$ cat config.mk
export PLATFORM = sky130hd
export DESIGN_NAME = dffsr_async_ctl_seq_flat
export DESIGN_NICKNAME = d
export VERILOG_FILES = /design/src/rtl/dffsr_async_ctl_seq_if.sv /design/src/rtl/dffsr_async_ctl_seq.sv /design/src/flat_wrapper.sv
export SDC_FILE = /design/constraint.sdc
export NUM_CORES = 1
export LEC_CHECK = 0
export CAP_MARGIN = 5
export CELL_PAD_IN_SITES_DETAIL_PLACEMENT = 0
export CELL_PAD_IN_SITES_GLOBAL_PLACEMENT = 1
export CORE_UTILIZATION = 36
export CTS_BUF_LIST = sky130_fd_sc_hd__clkbuf_4
export CTS_CLUSTER_DIAMETER = 60
export DETAILED_ROUTE_END_ITERATION = 12
export PLACE_DENSITY_LB_ADDON = 0.1
export RECOVER_POWER = 25
export SLEW_MARGIN = 30
export SYNTH_ARGS = -nofsm -noshare
export SYNTH_HDL_FRONTEND = slang
export SYNTH_SLANG_ARGS = --single-unit
$ cat constraint.sdc
create_clock -name clk_i -period 1.9 [get_ports clk_i]
set_clock_uncertainty 0.15 [all_clocks]
set_input_delay 0.285 -clock clk_i [delete_from_list [all_inputs] [get_ports clk_i]]
set_output_delay 0.285 -clock clk_i [all_outputs]
set_load 0.005 [all_outputs]
$ cat src/rtl/dffsr_async_ctl_seq_if.sv
// rtl/dffsr_async_ctl_seq_if.sv - clear/preset command handshake for dffsr_async_ctl_seq
//
// Purpose: carries one clear/preset command from a requester to the sequencer.
// Signals:
//   req_valid  requester -> sequencer  command valid, held until accepted
//   req_ready  sequencer -> requester  command taken when valid & ready at a rising edge
//   req_val    requester -> sequencer  0 = clear (pulse RN), 1 = preset (pulse SN)
//   req_len    requester -> sequencer  pulse width in cycles, 0 treated as 1
interface dffsr_async_ctl_seq_if #(
  parameter int CW = 4
);
  logic          req_valid;
  logic          req_ready;
  logic          req_val;
  logic [CW-1:0] req_len;

  modport master (output req_valid, output req_val, output req_len, input req_ready);
  modport slave  (input req_valid, input req_val, input req_len, output req_ready);
endinterface

$ cat src/rtl/dffsr_async_ctl_seq.sv
// rtl/dffsr_async_ctl_seq.sv - sequencer driving RN/SN/CEN of a dffsr bank
//
// Purpose: turns clear/preset commands into a glitch-free active-low RN or SN
// pulse of programmable width, with the target clock enable held low from one
// cycle before the pulse until REC cycles after it is released.
// Parameters:
//   CW   width of the pulse-length field and pulse counter
//   REC  recovery cycles (>= 1) between pin release and clock-enable restore
// Ports:
//   clk_i    clock, all state changes on rising edge
//   rst_i    synchronous active-high reset
//   req      command handshake (slave side)
//   abort_i  end the current SETUP/PULSE early; recovery still runs
//   rn_o     active-low clear to target flops (flop output)
//   sn_o     active-low preset to target flops (flop output)
//   cen_o    clock enable for target flops
//   busy_o   high from the cycle after acceptance through the DONE cycle
//   done_o   one-cycle completion pulse
module dffsr_async_ctl_seq #(
  parameter int CW  = 4,
  parameter int REC = 2
) (
  input  logic                     clk_i,
  input  logic                     rst_i,
  dffsr_async_ctl_seq_if.slave     req,
  input  logic                     abort_i,
  output logic                     rn_o,
  output logic                     sn_o,
  output logic                     cen_o,
  output logic                     busy_o,
  output logic                     done_o
);

  localparam int RW = (REC > 1) ? $clog2(REC) : 1;
  localparam logic [RW-1:0] REC_LAST = RW'(REC - 1);
  localparam logic [CW-1:0] LEN_ONE  = CW'(1);

  typedef enum logic [2:0] {S_IDLE, S_SETUP, S_PULSE, S_RECOV, S_FIN} state_e;

  state_e        state_q, state_d;
  logic          go_q, go_d;
  logic          val_q, val_d;
  logic [CW-1:0] len_q, len_d;
  logic [CW-1:0] cnt_q, cnt_d;
  logic [RW-1:0] rec_q, rec_d;
  logic          ready_q, ready_d;
  logic          rn_q, rn_d;
  logic          sn_q, sn_d;
  logic          cen_q, cen_d;
  logic          busy_q, busy_d;
  logic          done_q, done_d;
  logic          accept;

  assign accept = req.req_valid & ready_q;

  always_comb begin
    state_d = state_q;
    go_d    = accept;
    val_d   = val_q;
    len_d   = len_q;
    cnt_d   = cnt_q;
    rec_d   = rec_q;

    if (accept) begin
      val_d = req.req_val;
      len_d = (req.req_len == '0) ? LEN_ONE : req.req_len;
    end

    // go_q delays SETUP by one cycle after acceptance, so the command
    // fields are stable in len_q/val_q before the counter loads from them.
    case (state_q)
      S_IDLE: begin
        if (go_q) state_d = S_SETUP;
      end
      S_SETUP: begin
        if (abort_i) begin
          state_d = S_RECOV;
          rec_d   = REC_LAST;
        end else begin
          state_d = S_PULSE;
          cnt_d   = len_q - LEN_ONE;
        end
      end
      S_PULSE: begin
        if (abort_i || cnt_q == '0) begin
          state_d = S_RECOV;
          rec_d   = REC_LAST;
        end else begin
          cnt_d = cnt_q - LEN_ONE;
        end
      end
      S_RECOV: begin
        if (rec_q == '0) state_d = S_FIN;
        else             rec_d   = rec_q - RW'(1);
      end
      S_FIN: begin
        state_d = S_IDLE;
      end
      default: begin
        state_d = S_IDLE;
      end
    endcase

    // Outputs are decoded from the next state and registered, so every pin
    // is a plain flop output that changes on the same edge as the state.
    // val_q is a single bit, so RN and SN can never be low together.
    ready_d = (state_d == S_IDLE) && !accept;
    busy_d  = accept || (state_d != S_IDLE);
    cen_d   = !((state_d == S_SETUP) || (state_d == S_PULSE) || (state_d == S_RECOV));
    rn_d    = !((state_d == S_PULSE) && !val_q);
    sn_d    = !((state_d == S_PULSE) &&  val_q);
    done_d  = (state_d == S_FIN);
  end

  always_ff @(posedge clk_i) begin
    if (rst_i) begin
      state_q <= S_IDLE;
      go_q    <= 1'b0;
      val_q   <= 1'b0;
      len_q   <= '0;
      cnt_q   <= '0;
      rec_q   <= '0;
      ready_q <= 1'b0;
      rn_q    <= 1'b1;
      sn_q    <= 1'b1;
      cen_q   <= 1'b1;
      busy_q  <= 1'b0;
      done_q  <= 1'b0;
    end else begin
      state_q <= state_d;
      go_q    <= go_d;
      val_q   <= val_d;
      len_q   <= len_d;
      cnt_q   <= cnt_d;
      rec_q   <= rec_d;
      ready_q <= ready_d;
      rn_q    <= rn_d;
      sn_q    <= sn_d;
      cen_q   <= cen_d;
      busy_q  <= busy_d;
      done_q  <= done_d;
    end
  end

  assign req.req_ready = ready_q;
  assign rn_o          = rn_q;
  assign sn_o          = sn_q;
  assign cen_o         = cen_q;
  assign busy_o        = busy_q;
  assign done_o        = done_q;

endmodule

$ cat src/flat_wrapper.sv
// flat-port wrapper written by rule: the top's interface ports become plain ports
module dffsr_async_ctl_seq_flat 
#(
  parameter int CW  = 4,
  parameter int REC = 2
)
  (clk_i, rst_i, abort_i, rn_o, sn_o, cen_o, busy_o, done_o, req_req_valid, req_req_val, req_req_len, req_req_ready);
  dffsr_async_ctl_seq_if #(.CW(CW)) req_i ();
  input  logic clk_i;
  input  logic rst_i;
  input  logic abort_i;
  output logic rn_o;
  output logic sn_o;
  output logic cen_o;
  output logic busy_o;
  output logic done_o;
  input wire logic [$bits(req_i.req_valid)-1:0] req_req_valid;
  input wire logic [$bits(req_i.req_val)-1:0] req_req_val;
  input wire logic [$bits(req_i.req_len)-1:0] req_req_len;
  output wire logic [$bits(req_i.req_ready)-1:0] req_req_ready;
  assign req_i.req_valid = req_req_valid;
  assign req_i.req_val = req_req_val;
  assign req_i.req_len = req_req_len;
  assign req_req_ready = req_i.req_ready;
  dffsr_async_ctl_seq #(.CW(CW), .REC(REC)) u_core (.clk_i(clk_i), .rst_i(rst_i), .req(req_i), .abort_i(abort_i), .rn_o(rn_o), .sn_o(sn_o), .cen_o(cen_o), .busy_o(busy_o), .done_o(done_o));
endmodule
==> impl_metrics.ini, run 1 <==
[outcome]
status = finished clean

[power]
total_power_w = 0.00113
peakVddDrop_mv = 0.560
p_leak_nw = 0.474
power_density_nw_per_um2 = 933

[clock_tree]
clk_latency_ns = 0.30
cts_root_buffer = clkbuf_4
clkTransAtPathRegs_ns = 0.11
hold_buffers = 0
cts_tree = yes
cts_resized = 0
postCtsSetupRepairBufs = 0
clockBufferDepth = 2
cts-buffers-inserted = 3
htree_levels = 1
cts_sinks = 20

[timing]
whs_ns = 0.302
slew_headroom = 0.724
slew_viol_final = 0
rsz0062_at_grt = false
hold_viol = 0
fin_crit_ns = 1.83
worst_pin_slew_ns = 0.410
setup_viol = 0
tns_ns = 0
timing.fmax_ghz = 0.546
min_period_over_period = 0.965

[critical_path]
required_ns = 1.94
worstPathMaxFanout = 6
critPathKind = register to register
crit_buf_inv = 0
cp.depth = 4
r2r_slack_ns = 0.07
path_cells = mux2i_1 -> o21ai_2 -> or3_4 -> or4_4
crit_start = u_core.state_q[1]
end_kind = register
start_kind = register
cp_slowest_stage_delay_ns = 0.48
reg2reg_from = u_core.state_q[1]
worst_path_max_delay_cell = or4_4
endpoint = u_core.rn_o
r2r_cells = 4
critPathArrivalTime_ns = 1.87
path_delay_family = simple AND/OR/NAND/NOR gates
rr_endpoint = u_core.rn_o

[detailed_routing]
num_vias = 794
ant_nets = 0
routed_wl_um = 1930
drcViolationCount = 0
dr.first_iter.drc_count = 5
firstDrtPassIters = 4
wl_per_cell_um = 12.1
viasPerCell = 4.99

[placed_design]
gp_congestion = 0.864
port_buffers = 14
placed_cell_area_sq_um = 1170
dp_hpwl_um = 1480
dp_cells = 155

[die]
fp.dieW_um = 52.3
row_count = 17
dieArea_sq_um = 2740
start_util = 0.397
core-area_sq_um = 2300
ioPinCount = 15
die_h_um = 52.3

[logic_synthesis]
synth_top_area_cell = dfxtp_1
synth_top_area_frac = 0.440
ys_ff_latch = 20
yosys_warnings = 0
synth-async-reset-ratio = 0
synthesis.instances = 103
synthTopCellsByArea = dfxtp_1, mux2i_1, nand2_1
ys.flop_type = dfxtp_1
synth_nets = 113
synth_cell_type_count = 36
avgSynthCellArea_sq_um = 8.84
ys_seq_area_frac = 0.440
synth-edff-count = 0
synth_area_sq_um = 911

[hold_path]
hold_path_class = register to register

[flow_run]
maxCapViolCount = 0

[final_layout]
final_cells = 159
seqCellArea_sq_um = 407
diodes = 0
layout_common_cells = dfxtp_1, buf_4, nand2_1
syn_to_final_growth_pct = 33.0
layout-drive-gt1-share = 0.229
multiInputGateArea_sq_um = 468
fillers = 222
fin_area_sq_um = 1210
finalNetCount = 142
final_common_cell = dfxtp_1

[grt]
grtUsageTotal = 0.167
antenna_found_initial = 0
grt_pass1_vias = 703
grt_max_degree = 12
overflow = 0
grt_pass1_wl_um = 3190
==> cells by family (layout without fill, tap and decap cells) <==
| logic type | count (synthesis) | in the layout | synth area share |
|---|---|---|---|
| adders and majority gates | 1 | 1 | 0.0137 |
| and+or+nand+nor | 43 | 43 | 0.246 |
| DFF | 20 | 20 | 0.440 |
| muxes | 6 | 6 | 0.0659 |
| AOI/OAI and AO/OA | 22 | 22 | 0.158 |
| buffers and inverters | 10 | 38 | 0.0673 |
| xor gates and xnor gates | 1 | 1 | 0.00962 |
==> layer usage <==
metal / GRT usage / part of all wire / vias up
met3: 0.0261 / 0.034 / 4
met4: 0.123 / 0.028 / 0
met1: 0.219 / 0.50 / 357
met5: 0 / 0 / -
li1: - / - / 416
met2: 0.243 / 0.44 / 17
==> where the power goes <==
| part | switching (W) | internal [W] | leakage, nW | total [W] |
|---|---|---|---|---|
| Combinational | 0.000169 | 0.000229 | 0.294 | 0.000398 |
| Sequential | 0.0000473 | 0.000479 | 0.165 | 0.000526 |
| Clock | 0.000130 | 0.0000767 | 0.0154 | 0.000206 |
| Total | 0.000346 | 0.000784 | 0.474 | 0.00113 |
==> area by class of cell <==
| cell class | instances | share of cell area |
|---|---|---|
| sequential | 20 | 0.336 |
| clock inverter | 1 | 0.00310 |
| clock buffer | 3 | 0.0186 |
| inverter | 3 | 0.00930 |
| multi-input combinational | 73 | 0.386 |
| timing repair buffer | 31 | 0.218 |
| tap | 28 | 0.0289 |
==> metrics by stage <==
step | worst slack, ns | utilization
3_3_place_gp | -0.193 | 0.511
4_1_cts | 0.0133 | 0.522
6_report | 0.0671 | 0.527
3_5_place_dp | -0.223 | 0.511
2_1_floorplan | -0.0403 | -
5_1_grt | 0.00755 | 0.527
==> worst min-delay path by stage <==
stage	startpoint	endpoint	slack, ns	cells after the start
final	u_core.val_q	u_core.sn_o	0.30	1
after global routing	u_core.val_q	u_core.sn_o	0.32	1
after CTS	u_core.val_q	u_core.sn_o	0.31	1
after detailed placement	u_core.val_q	u_core.sn_o	0.27	1
after global placement	u_core.val_q	u_core.sn_o	0.29	1
after floorplan	u_core.val_q	u_core.sn_o	0.23	1
==> registers in the layout, summed over array words and instances (netlist names) <==
signal / count
u_core.rec_q: 1
u_core.len_q: 4
u_core.done_o: 1
u_core.req.req_ready: 1
u_core.val_q: 1
u_core.sn_o: 1
u_core.go_q: 1
u_core.rn_o: 1
u_core.busy_o: 1
u_core.cen_o: 1
u_core.state_q: 3
u_core.cnt_q: 4
==> synth_stat cells (all sizes together) (2+ instances only) <==
master	count
a21oi	6
buf	4
clkbuf	3
dfxtp	20
inv	3
mux2i	6
nand2	13
nor2	9
nor3	6
nor4	3
o21ai	7
o31ai	2
Note: power is estimated with default switching activity, not from simulation.
==> run 2: changes to the inputs <==
==> constraint.sdc (replaced) <==
create_clock -name clk_i -period 1.9 [get_ports clk_i]
set_clock_uncertainty 0.15 [all_clocks]
set_input_delay 0.475 -clock clk_i [delete_from_list [all_inputs] [get_ports clk_i]]
set_output_delay 0.475 -clock clk_i [all_outputs]
set_load 0.005 [all_outputs]
==> run 2 against run 1 <==
Net effect:
- cell count up 1.9%
- largest power group unchanged
- core utilization is 0.87 points higher
- final area up 1.7%
- largest cell class unchanged
- critical endpoint unchanged
- global-route usage up 0.39 points
- sequential share of layout area fell by 0.55 points
- hold slack improved by 0.0063 ns
- sequential power grew 0.8%
- via count rose by 2.9%
==> impl_metrics.ini, run 2 (synthesized netlist as in run 1, its figures left out) <==
[outcome]
status = finished clean

[die]
core-area_sq_um = 2300
fp.dieW_um = 52.3
ioPinCount = 15
row_count = 17
dieArea_sq_um = 2740
start_util = 0.397
die_h_um = 52.3

[detailed_routing]
dr.first_iter.drc_count = 4
routed_wl_um = 2070
top_layer = met4
ant_nets = 0
drcViolationCount = 0
firstDrtPassIters = 4
num_vias = 817
viasPerCell = 5.04
met3WireLength_um = 55
wl_met2_um = 955
wl_met1_um = 1040
wl_per_cell_um = 12.8

[critical_path]
critPathArrivalTime_ns = 1.88
cp.depth = 4
crit_buf_inv = 0
required_ns = 1.94
path_cells = mux2i_1 -> o21ai_2 -> or3_1 -> or4_4
r2r_cells = 4
start_kind = register
path_delay_family = simple AND/OR/NAND/NOR gates
worst_path_max_delay_cell = or4_4
cp_slowest_stage_delay_ns = 0.47
reg2reg_from = u_core.state_q[1]
critPathKind = register to register
end_kind = register
r2r_slack_ns = 0.05
worstPathMaxFanout = 6
rr_endpoint = u_core.rn_o

[hold_path]
hold_end = u_core.sn_o
hold_depth = 1
hold_path_class = register to register
hold_start = u_core.val_q

[clock_tree]
hold_buffers = 0
htree_levels = 1
clockBufferDepth = 2
cts_root_buffer = clkbuf_4
clkTransAtPathRegs_ns = 0.11
cts_tree = yes
cts_sinks = 20
clk_latency_ns = 0.30
cts-buffers-inserted = 3

[grt]
overflow = 0
grt_pass1_wl_um = 3350
antenna_found_initial = 0
grt_pass1_vias = 727
grtUsageTotal = 0.171
grt_max_degree = 12

[final_layout]
diodes = 0
reg_top3 = u_core.cnt_q (4), u_core.len_q (4), u_core.state_q (3)
finalNetCount = 145
fin_area_sq_um = 1230
syn_to_final_growth_pct = 35.2
layout_common_cells = buf_4, dfxtp_1, nand2_1
layout-drive-gt1-share = 0.246
final_common_cell = buf_4

[power]
p_leak_nw = 0.490
p_switching_w = 0.000357
p_int_w = 0.000794
comb_power_share = 0.358
swShare = 0.310
power_density_nw_per_um2 = 935
p_clk_frac = 0.181
peakVddDrop_mv = 0.613
p_seq_frac = 0.461

[placed_design]
placed_cell_area_sq_um = 1180
gp_congestion = 0.903
port_buffers = 14
dp_hpwl_um = 1540

[timing]
hold_viol = 0
setup_viol = 0
fin_crit_ns = 1.85
timing.fmax_ghz = 0.542
worst_pin_slew_ns = 0.401
min_period_over_period = 0.972
whs_ns = 0.308
slew_viol_final = 0
slew_headroom = 0.733

[flow_run]
maxCapViolCount = 0
[run 2: worst max-delay path by stage]
stage	start	to
final	u_core.state_q[1]	u_core.rn_o
after floorplan	u_core.state_q[1]	u_core.rn_o
after CTS	u_core.state_q[1]	u_core.cnt_q[2]
after detailed placement	abort_i	u_core.rn_o
after global routing	u_core.state_q[1]	u_core.rn_o
after global placement	abort_i	u_core.rn_o
[run 2: repair_timing]
action / CTS / global route
resized for setup: 1 / 6
pin swaps: 0 / 1
setup endpoints to repair: 2 / 5
setup buffers: 0 / 2
[run 2: metrics by stage]
| stage | worst slack, ns | TNS, ns | utilization | total power (W) | cells |
|---|---|---|---|---|---|
| finish | 0.0540 | 0 | 0.536 | 0.00115 | 162 |
| global route | -0.0122 | -0.0122 | 0.536 | 0.00123 | 162 |
| CTS | 0.00466 | 0 | 0.525 | 0.00115 | 160 |
| detailed placement | -0.396 | -1.59 | 0.514 | 0.000933 | 156 |
| global placement | -0.379 | -1.49 | 0.514 | 0.000928 | 156 |
| floorplan | -0.0403 | -0.0403 | - | 0.000757 | 103 |
[run 2: cell type report]
cell class                      count  area [sq um]
Sequential cell                    20           407
Tap cell                           28          35.0
Multi-Input combinational cell     73           469
Inverter                            3          11.3
Clock inverter                      1          3.75
Fill cell                         225          1070
Timing Repair Buffer               34           283
Clock buffer                        3          22.5
[run 2: worst register-to-register path, cell delays in order (launching register included)]
cell and delay (ns):
dfxtp_2 0.42, mux2i_1 0.23, o21ai_2 0.07, or3_1 0.39
or4_4 0.47
[run 2: power groups by stage]
stage	clock network (W)	logic (W)	registers, W
global route	0.000233	0.000461	0.000537
global placement	0	0.000394	0.000534
detailed placement	0	0.000397	0.000535
finish	0.000208	0.000412	0.000530
CTS	0.000220	0.000401	0.000525
floorplan	0	0.000233	0.000524
[run 2: routing by layer]
layer | track usage | up-vias
li1 | - | 425
met1 | 0.238 | 379
met2 | 0.236 | 11
met3 | 0.0435 | 2
met4 | 0.0921 | 0
met5 | 0 | -
